===== config.mk =====
export PLATFORM = sky130hd
export DESIGN_NAME = taillight_seq_ctrl
export DESIGN_NICKNAME = d
export VERILOG_FILES = /design/src/rtl/taillight_seq_ctrl.sv
export SDC_FILE = /design/constraint.sdc
export NUM_CORES = 1
export LEC_CHECK = 0
export CAP_MARGIN = 20
export CORE_MARGIN = 3
export CORE_UTILIZATION = 50
export DETAILED_ROUTE_END_ITERATION = 6
export PLACE_DENSITY = 0.83
export SLEW_MARGIN = 0
export SYNTH_ARGS = -nofsm -noshare
export SYNTH_HDL_FRONTEND = slang
export SYNTH_SLANG_ARGS = --single-unit

===== constraint.sdc =====
create_clock -name clk -period 2.2 [get_ports clk]
set_input_delay 0.66 -clock clk [delete_from_list [all_inputs] [get_ports clk]]
set_output_delay 0.66 -clock clk [all_outputs]
set_load 0.01 [all_outputs]

===== src/rtl/taillight_seq_ctrl.sv =====
// -----------------------------------------------------------------------------
// taillight_seq_ctrl
//   Front-end controller for the three-lamp taillight sequencer FSM.
//   Synchronises the raw switches, latches them as pending requests,
//   arbitrates them, paces the FSM with a step enable and presents exactly
//   one of L/R/H per sequence. Tracks the sequence phase to know when the
//   FSM re-enters S0 and counts completed sequences.
//
// Parameters
//   DIV       clk cycles per FSM step (>= 2)
//   CW        width of seq_count
//
// Ports
//   clk        in   system clock
//   reset      in   asynchronous active-low reset
//   sw_l/r/h   in   raw left / right / hazard switches (asynchronous)
//   clr        in   synchronous clear of all pending requests
//   step       out  one-cycle FSM clock enable, once every DIV cycles
//   L/R/H      out  request lines to the FSM (one-hot while armed)
//   busy       out  high while a sequence is armed or running
//   grant      out  current sequence type: 0 none, 1 left, 2 right, 3 hazard
//   seq_done   out  pulse on the step where the FSM re-enters S0
//   seq_count  out  completed sequence count, wraps at all-ones
// -----------------------------------------------------------------------------
module taillight_seq_ctrl #(
   parameter int unsigned DIV = 4,
   parameter int unsigned CW  = 8
) (
   input  logic          clk,
   input  logic          reset,
   input  logic          sw_l,
   input  logic          sw_r,
   input  logic          sw_h,
   input  logic          clr,
   output logic          step,
   output logic          L,
   output logic          R,
   output logic          H,
   output logic          busy,
   output logic [1:0]    grant,
   output logic          seq_done,
   output logic [CW-1:0] seq_count
);

   localparam int unsigned DW = $clog2(DIV);

   typedef enum logic [1:0] {
      ST_IDLE,
      ST_ARM,
      ST_RUN
   } state_t;

   state_t        r_state, w_state_nxt;
   logic [DW-1:0] r_div;
   logic          w_step;
   logic [2:0]    r_sync1, r_sync2;   // bit0 left, bit1 right, bit2 hazard
   logic [2:0]    r_pend;
   logic [2:0]    w_clr_mask;
   logic [1:0]    r_grant, w_grant_nxt;
   logic [1:0]    r_phase, w_phase_nxt;
   logic          w_seq_done;
   logic [CW-1:0] r_count;

   // Hazard wins, and left+right together is treated as hazard.
   function automatic logic [1:0] f_arb(input logic [2:0] p);
      if (p[2] || (p[0] && p[1])) return 2'd3;
      else if (p[0])              return 2'd1;
      else if (p[1])              return 2'd2;
      else                        return 2'd0;
   endfunction

   // Prescaler
   assign w_step = (r_div == DW'(DIV - 1));

   always_ff @(posedge clk or negedge reset) begin
      if (!reset)      r_div <= '0;
      else if (w_step) r_div <= '0;
      else             r_div <= r_div + 1'b1;
   end

   // Two-flop synchronisers
   always_ff @(posedge clk or negedge reset) begin
      if (!reset) begin
         r_sync1 <= '0;
         r_sync2 <= '0;
      end else begin
         r_sync1 <= {sw_h, sw_r, sw_l};
         r_sync2 <= r_sync1;
      end
   end

   // Pending flags: clr beats set, set beats the launch clear, so a held
   // switch stays pending across its own launch and repeats.
   always_ff @(posedge clk or negedge reset) begin
      if (!reset)   r_pend <= '0;
      else if (clr) r_pend <= '0;
      else          r_pend <= r_sync2 | (r_pend & ~w_clr_mask);
   end

   // Sequencer state registers
   always_ff @(posedge clk or negedge reset) begin
      if (!reset) begin
         r_state <= ST_IDLE;
         r_grant <= '0;
         r_phase <= '0;
      end else begin
         r_state <= w_state_nxt;
         r_grant <= w_grant_nxt;
         r_phase <= w_phase_nxt;
      end
   end

   always_comb begin
      w_state_nxt = r_state;
      w_grant_nxt = r_grant;
      w_phase_nxt = r_phase;
      w_clr_mask  = '0;
      w_seq_done  = 1'b0;
      case (r_state)
         ST_IDLE: begin
            if (|r_pend) begin
               w_grant_nxt = f_arb(r_pend);
               w_state_nxt = ST_ARM;
            end
         end
         ST_ARM: begin
            // Launch: FSM samples S0 -> S1 on this step
            if (w_step) begin
               case (r_grant)
                  2'd1:    w_clr_mask = 3'b001;
                  2'd2:    w_clr_mask = 3'b010;
                  2'd3:    w_clr_mask = 3'b111;
                  default: w_clr_mask = 3'b000;
               endcase
               w_phase_nxt = 2'd1;
               w_state_nxt = ST_RUN;
            end
         end
         ST_RUN: begin
            if (w_step) begin
               if (r_phase == 2'd3) begin
                  // FSM re-enters S0; re-arm immediately if anything waits
                  w_seq_done  = 1'b1;
                  w_phase_nxt = 2'd0;
                  if (|r_pend) begin
                     w_grant_nxt = f_arb(r_pend);
                     w_state_nxt = ST_ARM;
                  end else begin
                     w_grant_nxt = 2'd0;
                     w_state_nxt = ST_IDLE;
                  end
               end else begin
                  w_phase_nxt = r_phase + 2'd1;
               end
            end
         end
         default: begin
            w_state_nxt = ST_IDLE;
            w_grant_nxt = 2'd0;
            w_phase_nxt = 2'd0;
         end
      endcase
   end

   // Completed sequence counter
   always_ff @(posedge clk or negedge reset) begin
      if (!reset)          r_count <= '0;
      else if (w_seq_done) r_count <= r_count + 1'b1;
   end

   assign step      = w_step;
   assign L         = (r_state == ST_ARM) && (r_grant == 2'd1);
   assign R         = (r_state == ST_ARM) && (r_grant == 2'd2);
   assign H         = (r_state == ST_ARM) && (r_grant == 2'd3);
   assign busy      = (r_state != ST_IDLE);
   assign grant     = r_grant;
   assign seq_done  = w_seq_done;
   assign seq_count = r_count;

endmodule


# ---- Word level (Yosys, flattened, before mapping)
# Index checks and enable logic that the tools add are counted.
dict set report word_totals {
  wordCells 64
  inputBits 6
  ff_bits 25
  output_inout_bits 16
}
dict set report op_classes {
  n_reduce_logical 11
  bitwise_logic 5
  addsub 3
  n_mux 26
  eq_ne 11
}
# cell count
set ops {}
lappend ops {{two-way mux 2 bit} 15}
lappend ops {{one-hot mux 2 bit (3 select lines)} 3}
lappend ops {{equality test 2 bit, second input constant} 5}
lappend ops {{two-way mux 3 bit} 3}
lappend ops {{one-hot mux 3 bit (3 select lines)} 1}
lappend ops {{adder 8 x 1 -> 8 bit, second input constant} 1}
lappend ops {{inequality test 2 bit, second input constant} 4}
lappend ops {{AND reduction 4 bit} 2}
lappend ops {{adder 2 x 1 -> 2 bit, second input constant} 2}
lappend ops {{equality test 2 x 1 -> 1 bit, second input constant} 2}
lappend ops {{logical AND 1 bit} 4}
lappend ops {{two-way mux 1 bit} 4}
lappend ops {{AND 3 bit} 1}
lappend ops {{NOT 3 bit} 1}
lappend ops {{OR 3 bit} 1}
lappend ops {{AND reduction 3 bit} 1}
lappend ops {{OR reduction 3 bit} 1}
lappend ops {{logical NOT 2 bit} 1}
lappend ops {{NOT 1 bit} 2}
lappend ops {{nonzero test 2 bit} 1}
lappend ops {{logical OR 1 bit} 1}

# ---- Depth between registers and ports, before layout
# Gate-level depths: netlist of the first run.
dict set report logic_depth {
  word_depth 8
  mapped_depth 7
  mapped_depth_nobuf 5
}

# ---- Worst setup path after synthesis of the first run
# Ideal clock, no wire load.
dict set report synth_path {
  path_type {reg-to-output}
  startpoint {register r_div[0]}
  endpoint {output port seq_done}
  arrival_ps 1089
  setup_slack_ps 451
  t_required_ps 1540
  path_stages_with_launch 5
  n_path_buf 2
  path_cell_list {dfrtp_1 ha_1 buf_2 and3_1 buf_2}
}
dict set report synth_between {
  elab_chain_len 3
}
# element line
set synth_lines {}
lappend synth_lines {{start: declaration} 54} ;# logic [DW-1:0] r_div;
lappend synth_lines {{start signal: assignment} 78} ;# else r_div <= r_div + 1'b1;
lappend synth_lines {{equality test 2 bit} 73} ;# assign w_step = (r_div == DW'(DIV - 1));
lappend synth_lines {{named net step} 35} ;# output logic step,
lappend synth_lines {{two-way mux 1 bit} 140} ;# if (w_step) begin
lappend synth_lines {{two-way mux 1 bit} 119} ;# case (r_state)
lappend synth_lines {{end: declaration} 41} ;# output logic seq_done,
# The timed path passes the listed nets, and every way through them passes these cells.

# ---- Final worst setup path of the first run
dict set report layout_path {
  startpoint {register r_state[1]}
  endpoint {output port seq_done}
}
dict set report layout_between {
  elab_chain_len 2
}
# element line
set layout_lines {}
lappend layout_lines {{start: declaration} 53} ;# state_t r_state, w_state_nxt;
lappend layout_lines {{start signal: assignment} 107} ;# r_state <= w_state_nxt;
lappend layout_lines {{equality test 2 bit} 119}
lappend layout_lines {{two-way mux 1 bit} 119}
# No other way between the ends.

==> results.yml, run 1 <==
die:
  pin_count: 22
  fp.dieH_um: 53.7
  die_x_um: 53.7
  core_mm2: 0.00206
  die_area_mm2: 0.00289
  fp-row-count: 16
  start_util: 0.553
logic_synthesis:
  synth_commonest_cells: "25 x dfrtp_1, 7 x ha_1, 6 x inv_1"
  synth.most_common_cell: "dfrtp_1"
  avgSynthCellArea_um2: 11.9
  syn_area_mm2: 0.00114
  ys_types: 26
  synth_top_area_share: 0.549
  synth-seq-area-share: 0.549
  synth_cells: 96
  ys.flop_type: "dfrtp_1"
  synth-edff-count: 0
  yosysTopAreaCell: "dfrtp_1"
  syn-num-nets: 109
  ys_warn_count: 0
  synthArstFlopShare: 1.00
  synth.area.top_cells: "dfrtp_1 55%, ha_1 7.7%, xor2_1 3.1%"
  ys_seq_elements: 25
pwr:
  leakage_nw: 0.705
  power_density_mw_per_mm2: 878
  ir_drop_mv: 0.722
run_status:
  status: "completed"
timing:
  relSlewSlack: 0.780
  finalHoldViolCount: 0
  fin_crit_sh: 0.970
  grt_setup_unrepaired: "false"
  setup_viol: 0
  skew_ns: 0.00304
  min_period_ns: 2.14
  fin_setup_tns_ns: 0
  maxSlewViolCount: 0
  fmax_mhz: 468
  worstMarginPinSlew_ns: 0.328
final_layout:
  fin_nets: 139
  drive_gt1_frac: 0.160
  insertedDiodeCount: 0
  fin_util: 0.703
  syn2layout_area_growth_pct: 27.2
run:
  drv_cap: 0
setup_path:
  start_kind: "flip-flop"
  slowest_stage: "dfrtp_1"
  worst-path-max-fanout: 2
  crit_chain: "buf_4 > ha_1 > and3_1 > clkdlybuf4s15_1"
  required_ns: 1.54
  critPathMaxStageDelay_ns: 0.41
  critPathArrivalTime_ns: 1.47
  end_kind: "output port"
  path_class: "reg -> out"
place:
  io_buffer_count: 21
  hpwlAfterDp_mm: 1.66
  place_congestion: 0.877
clock_network:
  clock_sinks: 25
  cts_hold_buf: 0
  cts_root_buf: "clkbuf_4"
  insertion_delay_ns: 0.31
  cts_tree: "built"
  cts.clk_slew.worst_paths_ns: 0.13
  htreeDepth: 1
  numCtsBuffers: 3
  clockBufferDepth: 2
routing:
  route.met3.wl_um: 80
  ant_nets: 0
  topRoutingLayerUsed: "met4"
  dr_wl_met2_mm: 1.11
  dr_total_vias: 836
  drc: 0
  drtPass1Iterations: 4
  wl_per_cell_um: 14.5
  drt_wl_total_mm: 2.20
  wl_met1_um: 966
  drtIter0Drc: 15
  viasPerCell: 5.50
global_routing:
  grt.overflow.total: 0
  antenna_found_initial: 0
  grt_usage: 0.187
  first_global_vias: 863
  grt_pass1_wl_mm: 3.87
  grt_max_degree: 26
hold_path:
  hold_path.class: "reg -> reg"
-- metal layers --
layer,global-route usage,vias up
met5,0,-
met4,0.0894,0
met3,0.0194,4
met2,0.306,19
met1,0.247,416
li1,-,397
-- cells in the final DEF (no fill, tap or decap) --
cell,n
nand4_1,5
a211oi_2,1
nand2_1,3
clkbuf_4,3
mux2_1,1
dlygate4sd2_1,5
clkdlybuf4s15_1,1
mux2i_1,2
nor4b_4,1
nor2b_1,1
a21oi_1,4
xor2_1,4
o22ai_1,2
o21ai_0,3
o21ba_2,1
and3_1,5
dfrtp_1,25
buf_4,8
ha_2,2
nand3_1,3
nor2_1,5
nor3b_1,1
inv_1,6
clkinv_2,1
xnor2_1,3
mux2_4,1
a21boi_2,1
nor3_1,2
nor3_2,1
clkdlybuf4s50_1,15
o31ai_1,4
ha_1,5
-- sequential cells by signal, summed over array words and instances (netlist names) --
register   count
r_sync2        3
grant          2
r_phase        2
r_sync1        3
r_state        2
seq_count      8
r_pend         3
r_div          2
-- stage by stage --
step	instances	worst slack, ns	total power (W)	area [um2]	hold slack, ns
floorplan	96	0.451	0.000874	1140	0.331
global placement	146	0.140	0.00104	1410	0.333
detailed placement	146	0.120	0.00106	1410	0.337
CTS	152	0.0119	0.00127	1450	0.368
global route	152	0.0219	0.00136	1450	0.377
finish	152	0.0650	0.00127	1450	0.363
-- path summary, 6_finish.rpt --
check	startpoint	end	slack (ns)	cells after the start
setup / recovery	r_state[1]$_DFFE_PN0P_	seq_done	0.07	4
hold / removal	r_sync1[0]$_DFF_PN0_	r_sync2[0]$_DFF_PN0_	0.36	0
setup reg to reg	r_state[1]$_DFFE_PN0P_	r_state[0]$_DFFE_PN0P_	0.44	6
hold reg to reg	r_sync1[0]$_DFF_PN0_	r_sync2[0]$_DFF_PN0_	0.36	0
max in group asynchronous	reset	seq_count[6]$_DFFE_PN0P_	1.28	2
min in group asynchronous	reset	r_phase[1]$_DFFE_PN0P_	0.68	2
-- power by group --
part | switching [W] | internal [W]
Sequential | 0.0000468 | 0.000510
Combinational | 0.000251 | 0.000265
Clock | 0.000133 | 0.0000681
-- worst max-delay path: cells and delay by family, from the launching register on --
family	cells	cell delay, ns
buffers and inverters	2	0.39
adder cells (fa/ha/maj)	1	0.18
AND/OR/NAND/NOR	1	0.18
flip-flops	1	0.41
-- kinds of logic after synthesis --
logic type	after synthesis	synth area share
muxes	4	0.0406
AOI/OAI and AO/OA	16	0.0977
adders and majority gates	7	0.0768
xor gates and xnor gates	7	0.0538
and+or+nand+nor	27	0.145
buffers and inverters	10	0.0373
DFF	25	0.549
-- layout make-up --
type                    instances  area, um2
fillers                       153        612
repair buffers                 29        264
inverters                       6       22.5
clock inverters                 1       5.00
clock buffers                   3       22.5
multi-input cells              61        477
well taps                      27       33.8
flip-flops and latches         25        626
-- what timing repair did --
item                       4_1_cts  5_1_grt
resized for setup                8        1
setup endpoints to repair        6        1
setup buffers                    2        0
(Power assumes the default switching activity.)
==> inputs of run 2 (changes only) <==
Settings changed: SKIP_LAST_GASP from default to 1.
==> results.yml, run 2 (same netlist as run 1, synthesis figures left out) <==
clock_network:
  insertion_delay_ns: 0.31
  clockBufferDepth: 2
  cts_hold_buf: 0
  cts_root_buf: "clkbuf_4"
  cts_tree: "built"
  cts.clk_slew.worst_paths_ns: 0.13
  numCtsBuffers: 3
  clock_sinks: 25
  htreeDepth: 1
setup_path:
  start_kind: "flip-flop"
  critPathMaxStageDelay_ns: 0.41
  worst-path-max-fanout: 2
  critical-path-top-delay-family: "flip-flops"
  crit_chain: "buf_4 > ha_1 > and3_1 > clkdlybuf4s15_1"
  reg2reg_to: "r_state[0]$_DFFE_PN0P_"
  worst-path-buf-inv: 2
  critPathArrivalTime_ns: 1.47
  ff2ff_setup_slack_ns: 0.44
  end_kind: "output port"
  worstReg2RegStart: "r_state[1]$_DFFE_PN0P_"
  slowest_stage: "dfrtp_1"
  required_ns: 1.54
  path_class: "reg -> out"
  r2r_cells: 6
final_layout:
  insertedDiodeCount: 0
  largest_reg_flops: 8
  fin_nets: 139
  nFillCells: 150
  syn2layout_area_growth_pct: 27.6
  multi_input_area_um2: 477
  drive_gt1_frac: 0.160
  final_common_cell: "dfrtp_1"
  layout_common_cells: "25 x dfrtp_1, 15 x clkdlybuf4s50_1, 8 x buf_4"
  final_area_mm2: 0.00145
  regArea_um2: 626
place:
  dp_slack_ns: 0.120
  place_congestion: 0.877
  hpwlAfterDp_mm: 1.66
  io_buffer_count: 21
  postPlaceCellArea_mm2: 0.00141
run_status:
  status: "completed"
routing:
  ant_nets: 0
  drc: 0
  wl_per_cell_um: 14.6
  dr_total_vias: 837
  drt_wl_total_mm: 2.22
  viasPerCell: 5.51
  drtPass1Iterations: 4
  drtIter0Drc: 22
hold_path:
  holdPathEnd: "r_sync2[0]$_DFF_PN0_"
  hold_path.class: "reg -> reg"
  hold_start: "r_sync1[0]$_DFF_PN0_"
  whs_path_depth: 0
timing:
  maxSlewViolCount: 0
  relSlewSlack: 0.780
  layout_setup_ws_ns: 0.0675
  fin_setup_tns_ns: 0
  grt_setup_unrepaired: "false"
  worstMarginPinSlew_ns: 0.328
  setup_viol: 0
  min_period_ns: 2.13
  skew_ns: 0.00303
  finalHoldViolCount: 0
  fin_crit_sh: 0.969
  fmax_mhz: 469
global_routing:
  grt_pass1_wl_mm: 3.87
  grt_usage: 0.187
  first_global_vias: 863
  grt_max_degree: 26
  antenna_found_initial: 0
  grt.overflow.total: 0
pwr:
  power_density_mw_per_mm2: 878
  leakage_nw: 0.719
  power_frac_comb: 0.407
  p_sw_w: 0.000432
  p_clk_frac: 0.156
  p_sw_frac: 0.338
  pwr-share-seq: 0.437
  p_int_w: 0.000844
  ir_drop_mv: 0.720
  power_w: 0.00128
die:
  pin_count: 22
  fp-row-count: 16
  core_mm2: 0.00206
  die_x_um: 53.7
  die_area_mm2: 0.00289
  fp.dieH_um: 53.7
  start_util: 0.553
run:
  drv_cap: 0
## run 2: changes by cell type in the layout (fill, tap and decap cells not counted)
cell,previous run,this run
dlymetal6s2s_1,0,1
dlygate4sd2_1,5,4
## run 2: repair_timing
item / in CTS / in global routing
endpoints found under the setup margin: 6 / 2
pin swaps: 0 / 0
gates resized for setup: 7 / 2
setup buffers: 2 / 0
## run 2: power by group through the flow
stage               sequential [W]  clock, W  combinational, W
finish                    0.000558  0.000199          0.000520
global route              0.000567  0.000223          0.000572
CTS                       0.000555  0.000211          0.000511
detailed placement        0.000569         0          0.000492
global placement          0.000565         0          0.000477
floorplan                 0.000565         0          0.000308
## run 2: layout make-up
cell class	count	share of cell area
multi-input combinational	61	0.328
timing repair buffer	29	0.184
clock buffer	3	0.0155
inverter	6	0.0155
sequential	25	0.430
clock inverter	1	0.00344
tap	27	0.0232
## run 2: worst max path at each step
| stage | cells past startpoint | start | slack (ns) | to |
|---|---|---|---|---|
| final | 4 | r_state[1]$_DFFE_PN0P_ | 0.07 | seq_done |
| after global routing | 4 | r_state[1]$_DFFE_PN0P_ | 0.00006 | L |
| after global placement | 4 | r_state[1]$_DFFE_PN0P_ | 0.14 | L |
| after detailed placement | 4 | r_state[1]$_DFFE_PN0P_ | 0.12 | R |
| after CTS | 4 | r_state[1]$_DFFE_PN0P_ | -0.20 | R |
| after floorplan | 4 | r_div[0]$_DFF_PN0_ | 0.45 | seq_done |
## run 2: per-layer routing
metal | global-route usage | wire length, um | vias to the layer above
li1 | - | - | 396
met1 | 0.247 | 1000 | 418
met2 | 0.306 | 1110 | 19
met3 | 0.0194 | 73 | 4
met4 | 0.0894 | 38 | 0
met5 | 0 | 0 | -
## run 2: through the flow
| stage | util | hold WS (ns) | std cells |
|---|---|---|---|
| detailed placement | 0.683 | 0.337 | 146 |
| CTS | 0.703 | 0.368 | 152 |
| global route | 0.705 | 0.377 | 152 |
| finish | 0.705 | 0.363 | 152 |
| global placement | 0.683 | 0.333 | 146 |
| floorplan | - | 0.331 | 96 |
==> inputs of run 3 (changes only) <==
Settings changed: GPL_TIMING_DRIVEN from default to 0.
==> results.yml, run 3 (same netlist as run 1, synthesis figures left out) <==
run_status:
  status: "completed"
timing:
  fin_crit_sh: 0.973
  worstMarginPinSlew_ns: 0.424
  min_period_ns: 2.14
  finalHoldViolCount: 0
  setup_viol: 0
  fmax_mhz: 467
  relSlewSlack: 0.716
  maxSlewViolCount: 0
  layout_setup_ws_ns: 0.0590
  timing.hold.ws_ns: 0.360
  skew_ns: 0.00486
setup_path:
  ff2ff_setup_slack_ns: 0.55
  worstReg2RegStart: "r_state[0]$_DFFE_PN0P_"
  end_kind: "output port"
  reg2reg_to: "r_state[0]$_DFFE_PN0P_"
  worst-path-buf-inv: 3
  worst-path-max-fanout: 9
  slowest_stage: "dfrtp_1"
  cp_common_cell: "buf_6"
  start_kind: "flip-flop"
  critPathArrivalTime_ns: 1.48
  path_class: "reg -> out"
  required_ns: 1.54
  crit_chain: "buf_6 > ha_1 > buf_6 > and3_1 > buf_2"
  critPathMaxStageDelay_ns: 0.44
  critical-path-top-delay-family: "flip-flops"
  r2r_cells: 6
final_layout:
  fin_nets: 139
  final_common_cell: "dfrtp_1"
  insertedDiodeCount: 0
  fin_util: 0.724
  nFillCells: 142
  largest_reg_flops: 8
  layout_common_cells: "25 x dfrtp_1, 16 x clkdlybuf4s50_1, 5 x nor2_1, 5 x nand4_1"
  syn2layout_area_growth_pct: 31.0
  drive_gt1_frac: 0.216
routing:
  drc: 0
  wl_per_cell_um: 15.0
  ant_nets: 0
  dr_total_vias: 826
  drtIter0Drc: 5
  drtPass1Iterations: 4
  viasPerCell: 5.43
  drt_wl_total_mm: 2.28
global_routing:
  grt.overflow.total: 0
  grt_max_degree: 26
  antenna_found_initial: 0
  grt_pass1_wl_mm: 3.75
  grt_usage: 0.186
  first_global_vias: 905
pwr:
  power_density_mw_per_mm2: 907
  leakage_nw: 0.701
  ir_drop_mv: 0.710
die:
  core_mm2: 0.00206
  pin_count: 22
  fp-row-count: 16
  die_area_mm2: 0.00289
  start_util: 0.553
  die_x_um: 53.7
  fp.dieH_um: 53.7
clock_network:
  cts.clk_slew.worst_paths_ns: 0.13
  numCtsBuffers: 3
  insertion_delay_ns: 0.33
  cts_root_buf: "clkbuf_4"
  cts_tree: "built"
  cts_hold_buf: 0
  htreeDepth: 1
  clock_sinks: 25
  clockBufferDepth: 2
hold_path:
  hold_path.class: "reg -> reg"
  hold_start: "r_sync1[0]$_DFF_PN0_"
  holdPathEnd: "r_sync2[0]$_DFF_PN0_"
  whs_path_depth: 0
place:
  hpwlAfterDp_mm: 1.55
  place_congestion: 0.737
  io_buffer_count: 21
  dp_slack_ns: -0.162
run:
  drv_cap: 0
run 3: timing repair:
item,4_1_cts,5_1_grt
pin swaps,0,1
resized for setup,25,8
endpoints found under the setup margin,5,4
setup buffers,1,4
run 3: per-layer routing:
layer | wire [um] | GRT usage | up-vias
met5 | 0 | 0 | -
met4 | 113 | 0.145 | 0
met3 | 71 | 0.0360 | 9
met2 | 1170 | 0.304 | 17
met1 | 926 | 0.210 | 403
li1 | - | - | 397
run 3: report_power, final:
part	internal (W)	switching [W]
sequential	0.000510	0.0000540
combinational	0.000320	0.000261
clock	0.0000712	0.000138
total	0.000901	0.000453
run 3: per-stage QoR:
step	total power, W	cell area (um2)	std cells	setup TNS [ns]
2_1_floorplan	0.000874	1140	96	0
3_3_place_gp	0.00101	1380	144	-0.126
3_5_place_dp	0.00103	1380	144	-0.162
4_1_cts	0.00128	1420	149	-0.0577
5_1_grt	0.00145	1490	152	-0.0178
6_report	0.00135	1490	152	0
run 3: cell type report:
class | instances | area [um2] | area share
inverters | 6 | 22.5 | 0.0151
repair buffers | 27 | 258 | 0.173
multi-input cells | 61 | 504 | 0.338
well taps | 27 | 33.8 | 0.0226
clock buffers | 4 | 26.3 | 0.0176
plain buffers | 2 | 22.5 | 0.0151
flip-flops and latches | 25 | 626 | 0.419
run 3: worst max-delay path by stage:
stage,start,to,slack [ns],cells past startpoint
floorplan,r_div[0]$_DFF_PN0_,seq_done,0.45,4
global placement,r_state[0]$_DFFE_PN0P_,seq_done,-0.13,6
detailed placement,r_state[0]$_DFFE_PN0P_,seq_done,-0.16,6
CTS,r_state[0]$_DFFE_PN0P_,seq_done,-0.06,6
global route,r_state[0]$_DFFE_PN0P_,H,-0.01,5
finish,r_state[0]$_DFFE_PN0P_,R,0.06,5
run 3: worst reg2reg max path, delay by kind of cell, from the launching register on:
kind / cells / cell delay, ns
multiplexers: 1 / 0.32
adder cells (fa/ha/maj): 1 / 0.19
buffers and inverters: 3 / 0.40
AO/OA/AOI/OAI: 1 / 0.21
flip-flops: 1 / 0.44
